===== src/rtl/stack_macro_sequencer_pkg.sv =====
// Shared encodings for the stack macro sequencer: SuperStack op/status codes,
// CPU-side command codes, FSM states and the sequence ROM entry layout.
// Optional macro STACK_SEQ_ROT_EN widens the step counter to cover ROT's five primitives.
package stack_macro_sequencer_pkg;

    // SuperStack primitive ops
    localparam logic [2:0] OP_NONE    = 3'd0;
    localparam logic [2:0] OP_PUSH    = 3'd1;
    localparam logic [2:0] OP_POP     = 3'd2;
    localparam logic [2:0] OP_REPLACE = 3'd3;

    // SuperStack status codes, plus the sequencer's own ILLEGAL code
    localparam logic [2:0] ST_NONE       = 3'd0;
    localparam logic [2:0] ST_UNDERFLOW  = 3'd1;
    localparam logic [2:0] ST_OVERFLOW   = 3'd2;
    localparam logic [2:0] ST_BAD_OFFSET = 3'd3;
    localparam logic [2:0] ST_EMPTY      = 3'd4;
    localparam logic [2:0] ST_FULL       = 3'd5;
    localparam logic [2:0] ERR_ILLEGAL   = 3'd7;

    typedef enum logic [2:0] {
        CMD_NOP  = 3'd0,
        CMD_PUSH = 3'd1,
        CMD_DROP = 3'd2,
        CMD_DUP  = 3'd3,
        CMD_OVER = 3'd4,
        CMD_SWAP = 3'd5,
        CMD_ROT  = 3'd6,
        CMD_RSVD = 3'd7
    } cmd_e;

    // Source of the data word that accompanies a primitive op
    typedef enum logic [2:0] {
        DSEL_ZERO, DSEL_ARG, DSEL_T0, DSEL_T1, DSEL_T2
    } dsel_e;

    typedef enum logic [1:0] {
        S_IDLE, S_ISSUE, S_CHECK, S_FIN
    } state_t;

`ifdef STACK_SEQ_ROT_EN
    localparam int STEP_W = 3;
`else
    localparam int STEP_W = 2;
`endif

    typedef struct packed {
        logic [2:0] op;
        dsel_e      dsel;
        logic       last;
    } rom_t;

    // Statuses that abort the remaining steps of a sequence
    function automatic logic is_abort_status(input logic [2:0] st);
        return (st == ST_UNDERFLOW) || (st == ST_OVERFLOW) || (st == ST_BAD_OFFSET);
    endfunction

endpackage


===== src/rtl/stack_macro_sequencer_rom.sv =====
// stack_seq_rom: maps (latched command, step) to the primitive op, its data source and a last flag.
// Latency: purely combinational. Backpressure: none, the FSM in the top decides when to advance.
// Ports: cmd_i latched command, step_i step index, drop_last_i final step of DROP n (n-1), rom_o entry.
// ROT entries exist only when STACK_SEQ_ROT_EN is defined.
module stack_seq_rom
    import stack_macro_sequencer_pkg::*;
(
    input  logic [2:0]        cmd_i,
    input  logic [STEP_W-1:0] step_i,
    input  logic [STEP_W-1:0] drop_last_i,
    output rom_t              rom_o
);

    always_comb begin
        rom_o = '{OP_NONE, DSEL_ZERO, 1'b1};
        case (cmd_e'(cmd_i))
            CMD_PUSH: rom_o = '{OP_PUSH, DSEL_ARG, 1'b1};
            CMD_DROP: rom_o = '{OP_POP, DSEL_ZERO, (step_i == drop_last_i)};
            CMD_DUP:  rom_o = '{OP_PUSH, DSEL_T0, 1'b1};
            CMD_OVER: rom_o = '{OP_PUSH, DSEL_T1, 1'b1};
            CMD_SWAP: begin
                if (step_i == STEP_W'(0))      rom_o = '{OP_POP, DSEL_ZERO, 1'b0};
                else if (step_i == STEP_W'(1)) rom_o = '{OP_REPLACE, DSEL_T0, 1'b0};
                else                           rom_o = '{OP_PUSH, DSEL_T1, 1'b1};
            end
`ifdef STACK_SEQ_ROT_EN
            // t2 t1 t0 -> t1 t0 t2: strip two, overwrite t2 with t1, then rebuild
            CMD_ROT: begin
                if (step_i == STEP_W'(0))      rom_o = '{OP_POP, DSEL_ZERO, 1'b0};
                else if (step_i == STEP_W'(1)) rom_o = '{OP_POP, DSEL_ZERO, 1'b0};
                else if (step_i == STEP_W'(2)) rom_o = '{OP_REPLACE, DSEL_T1, 1'b0};
                else if (step_i == STEP_W'(3)) rom_o = '{OP_PUSH, DSEL_T0, 1'b0};
                else                           rom_o = '{OP_PUSH, DSEL_T2, 1'b1};
            end
`endif
            default: rom_o = '{OP_NONE, DSEL_ZERO, 1'b1};
        endcase
    end

endmodule


===== src/rtl/stack_macro_sequencer.sv =====
// stack_macro_sequencer: expands CPU stack commands into SuperStack primitive op sequences.
// Latency: 2 cycles accept-to-done for zero-op commands, 2k+1 cycles for k primitives.
// Backpressure: cmd_ready_o is high only in IDLE; one command in flight at a time.
// Ports: cmd_* CPU request, done_o/error_o/err_code_o completion, stk_* SuperStack op/data/status.
// Optional macro STACK_SEQ_ROT_EN enables ROT; otherwise ROT is rejected as ILLEGAL.
module stack_macro_sequencer
    import stack_macro_sequencer_pkg::*;
#(
    parameter int WIDTH = 8,
    parameter int DEPTH = 1
) (
    input  logic             clk_i,
    input  logic             reset_i,
    input  logic             cmd_valid_i,
    output logic             cmd_ready_o,
    input  logic [2:0]       cmd_i,
    input  logic [WIDTH-1:0] cmd_arg_i,
    output logic             done_o,
    output logic             error_o,
    output logic [2:0]       err_code_o,
    input  logic [DEPTH:0]   stk_limit_i,
    output logic [2:0]       stk_op_o,
    output logic [WIDTH-1:0] stk_data_o,
    input  logic [DEPTH:0]   stk_index_i,
    input  logic [WIDTH-1:0] stk_out_i,
    input  logic [WIDTH-1:0] stk_out1_i,
    input  logic [WIDTH-1:0] stk_out2_i,
    input  logic [2:0]       stk_status_i
);

    localparam int IW = DEPTH + 1;
    // Precheck arithmetic is wide enough for a full cmd_arg count and index+1
    localparam int CW = ((WIDTH > IW) ? WIDTH : IW) + 1;
    localparam logic [CW-1:0] MAX_STACK = CW'((1 << IW) - 1);

    state_t            state_q, state_d;
    logic [STEP_W-1:0] step_q, step_d;
    logic [STEP_W-1:0] drop_last_q, drop_last_d;
    logic [2:0]        cmd_q, cmd_d;
    logic [WIDTH-1:0]  arg_q, arg_d;
    logic [WIDTH-1:0]  t0_q, t0_d, t1_q, t1_d;
    logic              err_q, err_d;
    logic [2:0]        code_q, code_d;
    logic              skip_q, skip_d;   // no primitives: pass straight through CHECK to FIN
    rom_t              rom;

`ifdef STACK_SEQ_ROT_EN
    logic [WIDTH-1:0]  t2_q, t2_d;
`else
    logic              unused_out2;
    assign unused_out2 = ^stk_out2_i;
`endif

    stack_seq_rom u_rom (
        .cmd_i       (cmd_q),
        .step_i      (step_q),
        .drop_last_i (drop_last_q),
        .rom_o       (rom)
    );

    // Precheck on the live stack before anything is issued
    logic [CW-1:0] idx_w, lim_w, live, need, grow;
    logic          pre_ill, pre_zero, pre_uf, pre_of;

    always_comb begin
        idx_w    = CW'(stk_index_i);
        lim_w    = CW'(stk_limit_i);
        live     = (idx_w >= lim_w) ? (idx_w - lim_w) : '0;
        need     = '0;
        grow     = '0;
        pre_ill  = 1'b0;
        pre_zero = 1'b0;
        case (cmd_e'(cmd_i))
            CMD_NOP:  pre_zero = 1'b1;
            CMD_PUSH: grow = CW'(1);
            CMD_DROP: begin
                need     = CW'(cmd_arg_i);
                pre_zero = (cmd_arg_i == '0);
            end
            CMD_DUP:  begin need = CW'(1); grow = CW'(1); end
            CMD_OVER: begin need = CW'(2); grow = CW'(1); end
            CMD_SWAP: need = CW'(2);
`ifdef STACK_SEQ_ROT_EN
            CMD_ROT:  need = CW'(3);
`endif
            default:  pre_ill = 1'b1;
        endcase
        pre_uf = (live < need);
        pre_of = ((idx_w + grow) > MAX_STACK);
    end

    always_comb begin
        state_d     = state_q;
        step_d      = step_q;
        drop_last_d = drop_last_q;
        cmd_d       = cmd_q;
        arg_d       = arg_q;
        t0_d        = t0_q;
        t1_d        = t1_q;
`ifdef STACK_SEQ_ROT_EN
        t2_d        = t2_q;
`endif
        err_d       = err_q;
        code_d      = code_q;
        skip_d      = skip_q;
        cmd_ready_o = 1'b0;
        done_o      = 1'b0;
        error_o     = 1'b0;
        err_code_o  = ST_NONE;
        stk_op_o    = OP_NONE;
        stk_data_o  = '0;

        case (state_q)
            S_IDLE: begin
                cmd_ready_o = 1'b1;
                if (cmd_valid_i) begin
                    cmd_d       = cmd_i;
                    arg_d       = cmd_arg_i;
                    t0_d        = stk_out_i;
                    t1_d        = stk_out1_i;
`ifdef STACK_SEQ_ROT_EN
                    t2_d        = stk_out2_i;
`endif
                    step_d      = '0;
                    drop_last_d = STEP_W'(cmd_arg_i - WIDTH'(1));
                    err_d       = pre_ill | pre_uf | pre_of;
                    if (pre_ill)     code_d = ERR_ILLEGAL;
                    else if (pre_uf) code_d = ST_UNDERFLOW;
                    else if (pre_of) code_d = ST_OVERFLOW;
                    else             code_d = ST_NONE;
                    skip_d      = pre_ill | pre_uf | pre_of | pre_zero;
                    state_d     = (pre_ill | pre_uf | pre_of | pre_zero) ? S_CHECK : S_ISSUE;
                end
            end
            S_ISSUE: begin
                stk_op_o = rom.op;
                case (rom.dsel)
                    DSEL_ARG: stk_data_o = arg_q;
                    DSEL_T0:  stk_data_o = t0_q;
                    DSEL_T1:  stk_data_o = t1_q;
`ifdef STACK_SEQ_ROT_EN
                    DSEL_T2:  stk_data_o = t2_q;
`endif
                    default:  stk_data_o = '0;
                endcase
                state_d = S_CHECK;
            end
            S_CHECK: begin
                // stk_status_i here reflects the op registered on the previous edge
                if (skip_q) begin
                    state_d = S_FIN;
                end else if (is_abort_status(stk_status_i)) begin
                    err_d   = 1'b1;
                    code_d  = stk_status_i;
                    state_d = S_FIN;
                end else if (rom.last) begin
                    state_d = S_FIN;
                end else begin
                    step_d  = step_q + STEP_W'(1);
                    state_d = S_ISSUE;
                end
            end
            S_FIN: begin
                done_o     = 1'b1;
                error_o    = err_q;
                err_code_o = err_q ? code_q : ST_NONE;
                state_d    = S_IDLE;
            end
            default: state_d = S_IDLE;
        endcase
    end

    always_ff @(posedge clk_i) begin
        if (reset_i) begin
            state_q     <= S_IDLE;
            step_q      <= '0;
            drop_last_q <= '0;
            cmd_q       <= '0;
            arg_q       <= '0;
            t0_q        <= '0;
            t1_q        <= '0;
`ifdef STACK_SEQ_ROT_EN
            t2_q        <= '0;
`endif
            err_q       <= 1'b0;
            code_q      <= ST_NONE;
            skip_q      <= 1'b0;
        end else begin
            state_q     <= state_d;
            step_q      <= step_d;
            drop_last_q <= drop_last_d;
            cmd_q       <= cmd_d;
            arg_q       <= arg_d;
            t0_q        <= t0_d;
            t1_q        <= t1_d;
`ifdef STACK_SEQ_ROT_EN
            t2_q        <= t2_d;
`endif
            err_q       <= err_d;
            code_q      <= code_d;
            skip_q      <= skip_d;
        end
    end

endmodule


===== config.mk =====
export PLATFORM = sky130hd
export DESIGN_NAME = stack_macro_sequencer
export DESIGN_NICKNAME = d
export VERILOG_FILES = /design/src/rtl/stack_macro_sequencer_pkg.sv /design/src/rtl/stack_macro_sequencer_rom.sv /design/src/rtl/stack_macro_sequencer.sv
export SDC_FILE = /design/constraint.sdc
export NUM_CORES = 1
export LEC_CHECK = 0
export ABC_AREA = 1
export CAP_MARGIN = 20
export CORE_ASPECT_RATIO = 0.5
export CORE_MARGIN = 10
export CORE_UTILIZATION = 25
export CTS_BUF_LIST = sky130_fd_sc_hd__clkbuf_16
export DETAILED_ROUTE_END_ITERATION = 8
export PLACE_DENSITY = 0.45
export SYNTH_ARGS = -nofsm -noshare
export SYNTH_HDL_FRONTEND = slang
export SYNTH_SLANG_ARGS = --single-unit
export TNS_END_PERCENT = 1

===== constraint.sdc =====
create_clock -name clk_i -period 3 [get_ports clk_i]
set_input_delay 0.6 -clock clk_i [delete_from_list [all_inputs] [get_ports clk_i]]
set_output_delay 0.6 -clock clk_i [all_outputs]
set_load 0.01 [all_outputs]

; After elaboration in Yosys (flattened, before gate mapping)
; Index checks and enable logic that the tools add are counted.
[word_totals]
out_inout_bits = 17
reg_bits = 38
wordCells = 97
[op_classes]
n_mux = 38
magnitude_cmp = 3
n_addsub = 4
bitwise_logic = 3
n_eq_ne = 26
reduce_logical = 13
[ops]
columns = cell, n
row1 = $pmux 8 s3, 2
row2 = $pmux 7 s5, 1
row3 = $eq 3x2->1 const B, 8
row4 = $mux 2, 11
row5 = $mux 3, 7
row6 = $eq 3x1->1 const B, 4
row7 = $eq 3x3->1 const B, 4
row8 = $ne 2x2->1 const B, 5
row9 = $add 2x9->9, 1
row10 = $gt 9x2->1 const B, 1
row11 = $lt 9x9->1, 1
row12 = $mux 9, 1
row13 = $logic_not 8->1, 1
row14 = $mux 1, 8
row15 = $mux 8, 1
row16 = $pmux 2 s4, 1
row17 = $mux 7, 1
row18 = $mux 6, 1
row19 = $pmux 3 s2, 1
row20 = $reduce_or 6->1, 1
row21 = $reduce_and 5->1, 1
row22 = $eq 2x1->1 const B, 2
row23 = $eq 2x2->1 const B, 2
row24 = $logic_not 2->1, 2
row25 = 15 further kinds, 19

; Depth between registers and ports, before layout
[logic_depth]
depth_word = 10
depth_mapped = 15
depth_no_buf = 15

; Hierarchy
; Synthesis repeated with hierarchy kept, for this count alone.
[hier_totals]
cells_unflattened = 354
area_unflattened_um2 = 2254.7
[by_module_without_submodules]
columns = module, area_each_um2, instances, cells_per_inst, seq_area_each_um2
row1 = stack_macro_sequencer, 2123.3, 1, 327, 760.7
row2 = stack_seq_rom, 131.4, 1, 27, 0.0

; Worst setup path after synthesis
; Ideal clock, no wire load.
[synth_path]
kind = input -> register
startpoint = in stk_index_i[0]
endpoint = reg err_q
path_buffers = 0
arrival_ns = 2.245
path_slack_ns = 0.633
stages = 13
setup_time_ns = 0.123
required_time_ns = 2.877
path_cell_list = inv_1 > ha_1 > fa_1 > nand3_1 > inv_1 > ha_1 > nand2_1 > a21oi_1 > nor2_1 > nand2_1 > nand2_1 > nor3_1 > a21oi_2
[synth_between]
elab_chain_cells = 7
elab_cells_between_ends = 10
[synth_rtl]
columns = item, line
row1 = from (decl), stack_macro_sequencer.sv:24  ; input logic [DEPTH:0] stk_index_i,
row2 = "parallel branches: the longest is 4 deep, another holds $add 2x9->9", -
row3 = $or 1x1->1 (*), stack_macro_sequencer.sv:126  ; err_d = pre_ill | pre_uf | pre_of;
row4 = $mux 1 (*), stack_macro_sequencer.sv:116  ; if (cmd_valid_i) begin
row5 = $pmux 1 s2 (*), stack_macro_sequencer.sv:113  ; case (state_q)
row6 = to (signal assigned), stack_macro_sequencer.sv:199  ; err_q <= err_d;
row7 = to (decl), stack_macro_sequencer.sv:42  ; logic err_q, err_d;
; Every way passes the cells marked *. The select of a mux whose other input is x is not followed.
; A chain may end at the register's enable or synchronous reset.

; Final worst setup path
[layout_path]
startpoint = reg step_q[1]
endpoint = out stk_data_o[2]
[layout_between]
elab_chain_cells = 7
elab_cells_between_ends = 10
[layout_rtl]
columns = item, line
row1 = from (decl), stack_macro_sequencer.sv:37  ; logic [STEP_W-1:0] step_q, step_d;
row2 = from (signal assigned), stack_macro_sequencer.sv:190  ; step_q <= step_d;
row3 = $eq 2x1->1, stack_macro_sequencer_rom.sv:23  ; else if (step_i == STEP_W'(1)) rom_o = '{OP_REPLACE, DSEL_T0, 1'b0};
row4 = $mux 6, stack_macro_sequencer_rom.sv:23
row5 = $mux 7 (*), stack_macro_sequencer_rom.sv:22  ; if (step_i == STEP_W'(0)) rom_o = '{OP_POP, DSEL_ZERO, 1'b0};
row6 = $pmux 7 s5 (*), stack_macro_sequencer_rom.sv:16  ; case (cmd_e'(cmd_i))
row7 = $eq 3x2->1 / $eq 3x1->1 (equally long branches), stack_macro_sequencer.sv:137  ; case (rom.dsel)
row8 = $pmux 8 s3 (*), stack_macro_sequencer.sv:137
row9 = $mux 8 (*), stack_macro_sequencer.sv:113
row10 = to (decl), stack_macro_sequencer.sv:23  ; output logic [WIDTH-1:0] stk_data_o,
; Every way passes the cells marked *; elsewhere a longest branch is shown, timed or not.

==> reports/qor.csv <==
stage,metric,value,unit
run_status,outcome,finished clean,
critical_path,Arrival @ worst endpoint,2.20,ns
power,Lkg Pwr,1.37,nW
sta,Finish-stage setup viols,0,
layout,final instance area,0.00299,mm^2
synthesis,Synth Area in Adders,6.00,%
synthesis,synthesized area per cell,6.46,um^2
synthesis,Mapped Nets,397,
cts,"Reg clk slew, reported paths",0.06,ns
synthesis,library cells used by synthesis,28,
critical_path,kind of critical path,reg -> out,
sta,Slew @ Worst Pin,0.530,ns
floorplanning,die width,153,um
floorplanning,I/O pin total,62,
sta,max_slew headroom,64.6,%
synthesis,multiplexer share of the synthesized area,0,%
route,Vias,2204,
critical_path,R2R Path Start,state_q[1]$_SDFFE_PP0P_,
floorplanning,num rows,24,
synthesis,Simple-Gate Fraction of Synth Area,32.6,%
cts,# clock sinks,38,
synthesis,Post-synth EDFFs,0,
layout,synth-to-layout area growth,35.3,%
critical_path,Crit. End Element,primary output,
place,GPL Wtd Cong,0.770,
power,peak supply drop,212,uV
sta,Setup WS post-layout,0.195,ns
route,Routed WL,6520,um
critical_path,R2R depth,5,
synthesis,number of synthesized register bits,38,
critical_path,critical path peak fanout,8,
synthesis,post-synth top area share,34.4,%
run,max cap viols,0,
floorplanning,Starting Density,25.5,%
route,DRC,0,
sta,fin crit share,93.5,%
critical_path,CP Data Required Time,2.40,ns
global_route,largest net degree at the start of global routing,34,
cts,clk buf depth,2,
synthesis,leading area contributor after synthesis,dfxtp_1,
synthesis,Synth Warn #,0,
global_route,total global routing overflow,0,
sta,max-slew violations,0,
layout,layout cells sized above 1,7.83,%
cts,CTS tree,built,
sta,fmax,357,MHz
place,Post-DP Area,0.00285,mm^2
critical_path,CP startpoint kind,flop,
floorplanning,Core ar.,0.00865,mm^2
synthesis,"top cells by area, synth","dfxtp_1, nand2_1, nor2_1",
synthesis,Post-synth ARST share,0,%
synthesis,sequential cell area fraction in the yosys report,34.4,%
min_path,Hold WC Path Type,reg -> reg,
route,drt first pass iters,4,
global_route,initial antenna violation count,0,
global_route,first-pass GRT wire length,10900,um
power,Total Power,1.67,mW
synthesis,Synth Instances,342,
critical_path,Worst R2R End,arg_q[7]$_SDFFE_PP0P_,
sta,RSZ-0062 raised after global routing,false,
place,# port buffers,52,
cts,hold buffers post-CTS,0,
route,vias per cell,4.30,
power,PD cells,560,mW/mm^2
synthesis,largest family of logic cells by synthesized area,simple AND/OR/NAND/NOR gates,
critical_path,worst setup path endpoint,stk_data_o[2],
global_route,GRT Total Usage,9.91,%
global_route,vias in the first global route,2244,
layout,Final #Nets,450,
floorplanning,chip height,86.5,um
route,Routed WL per cell,12.7,um
route,Routed Antenna Nets,0,
layout,antenna cells,0,
critical_path,R2R Setup Slk,1.28,ns
cts,worst-skew pair later-pin latency,0.28,ns
critical_path,worst setup path start,step_q[1]$_SDFFE_PP0P_,
cts,clock root cell,clkbuf_16,
place,DP Worst Slack,-0.0985,ns
synthesis,"Cell Area, Synth",0.00221,mm^2
cts,# Post-CTS Setup Buffers,0,
sta,Tmin final,2.80,ns
layout,Finished Core Util,34.6,%
sta,Layout Skew,0.00218,ns
synthesis,Synth Area in Compound Gates,15.5,%
synthesis,Post-Synth XOR/XNOR Area,0.793,%
sta,Hold Fails Final Rpt,0,
route,DR iter-0 viols,115,
cts,total CTS buffers,5,
cts,H-tree depth,2,
synthesis,top_reg_cell synth,dfxtp_1,
place,HPWL after detailed placement,5040,um
floorplanning,Die Area,0.0132,mm^2
[cells in the mapped netlist (all sizes together) (2+ instances only)]
cell	count
nand2	78
nor2	72
inv	47
dfxtp	38
o21ai	36
a21oi	20
nand3	16
ha	9
buf	7
a31oi	3
clkbuf	3
nand4	3
or2	2
xnor2	2
[power by group]
part | total, mW | internal [mW] | switching (mW)
registers | 0.662 | 0.593 | 0.0684
logic | 0.505 | 0.204 | 0.300
clock network | 0.507 | 0.303 | 0.204
[per-stage QoR]
step           hold WS (ns)  std cells  setup TNS, ns
3_3_place_gp          0.466        505       -0.00612
3_5_place_dp          0.474        505         -0.369
4_1_cts               0.488        513              0
2_1_floorplan         0.438        342              0
5_1_grt               0.512        513              0
6_report              0.484        513              0
[layer usage]
| layer | wire length, um | part of all wire (%) | track usage [%] |
|---|---|---|---|
| met5 | 0 | 0 | 0 |
| met1 | 3190 | 49 | 12.3 |
| met3 | 360 | 5.5 | 2.82 |
| met2 | 2930 | 45 | 16.8 |
| met4 | 40 | 0.61 | 2.24 |
[state kept, by name, summed over array words and instances (netlist names)]
register / count
code_q: 3
step_q: 2
skip_q: 1
cmd_q: 3
drop_last_q: 2
arg_q: 8
t1_q: 8
t0_q: 8
err_q: 1
state_q: 2
[worst min path at each step]
| stage | start | to | slack (ns) | cells past startpoint |
|---|---|---|---|---|
| after global placement | arg_q[3]$_SDFFE_PP0P_ | arg_q[3]$_SDFFE_PP0P_ | 0.47 | 2 |
| final | arg_q[3]$_SDFFE_PP0P_ | arg_q[3]$_SDFFE_PP0P_ | 0.48 | 2 |
| after detailed placement | arg_q[3]$_SDFFE_PP0P_ | arg_q[3]$_SDFFE_PP0P_ | 0.47 | 2 |
| after CTS | arg_q[3]$_SDFFE_PP0P_ | arg_q[3]$_SDFFE_PP0P_ | 0.49 | 2 |
| after floorplan | arg_q[0]$_SDFFE_PP0P_ | arg_q[0]$_SDFFE_PP0P_ | 0.44 | 2 |
| after global routing | arg_q[2]$_SDFFE_PP0P_ | arg_q[2]$_SDFFE_PP0P_ | 0.51 | 2 |
[cell usage in the layout (no fill, tap or decap), drive strengths merged]
cell type,n
o21ai,36
nand3b,1
a21oi,20
clkbuf,5
buf,4
inv,47
a31oi,3
a211oi,1
o31ai,1
dfxtp,38
clkinvlp,1
conb,1
xnor2,2
nand4,3
nor3,1
nand2,78
nor2,72
fa,1
nand3,16
clkdlybuf4s50,44
ha,9
clkinv,2
dlygate4sd2,8
or2,2
[layout make-up]
type                    instances  area (um^2)
well taps                     117          146
clock inverters                 3         16.3
flip-flops and latches         38          762
inverters                      47          176
repair buffers                 56          541
multi-input cells             247         1220
fillers                       961         5660
clock buffers                   5          125
[cells by family (layout without fill, tap and decap cells)]
logic type               count (synthesis)  count (layout)
flip-flops                              38              38
AO/OA/AOI/OAI                           61              61
adder cells (fa/ha/maj)                 10              10
other                                    1               1
XOR/XNOR                                 2               2
buffers and inverters                   57             111
AND/OR/NAND/NOR                        173             173
[critical path, cell delays in order (launching register included)]
cell,delay [ns]
dfxtp_1,0.37
inv_1,0.08
ha_1,0.20
or2_2,0.31
nand3_1,0.08
nand2_1,0.10
nor2_4,0.21
nand2_1,0.09
a31oi_1,0.20
dlygate4sd2_1,0.30
[timing repair]
action	in CTS	in global routing
gates resized for setup	9	2
endpoints found under the hold margin	0	0
endpoints found under the setup margin	8	2
cloned	0	0
No activity file was read; power rests on OpenSTA's default activity.
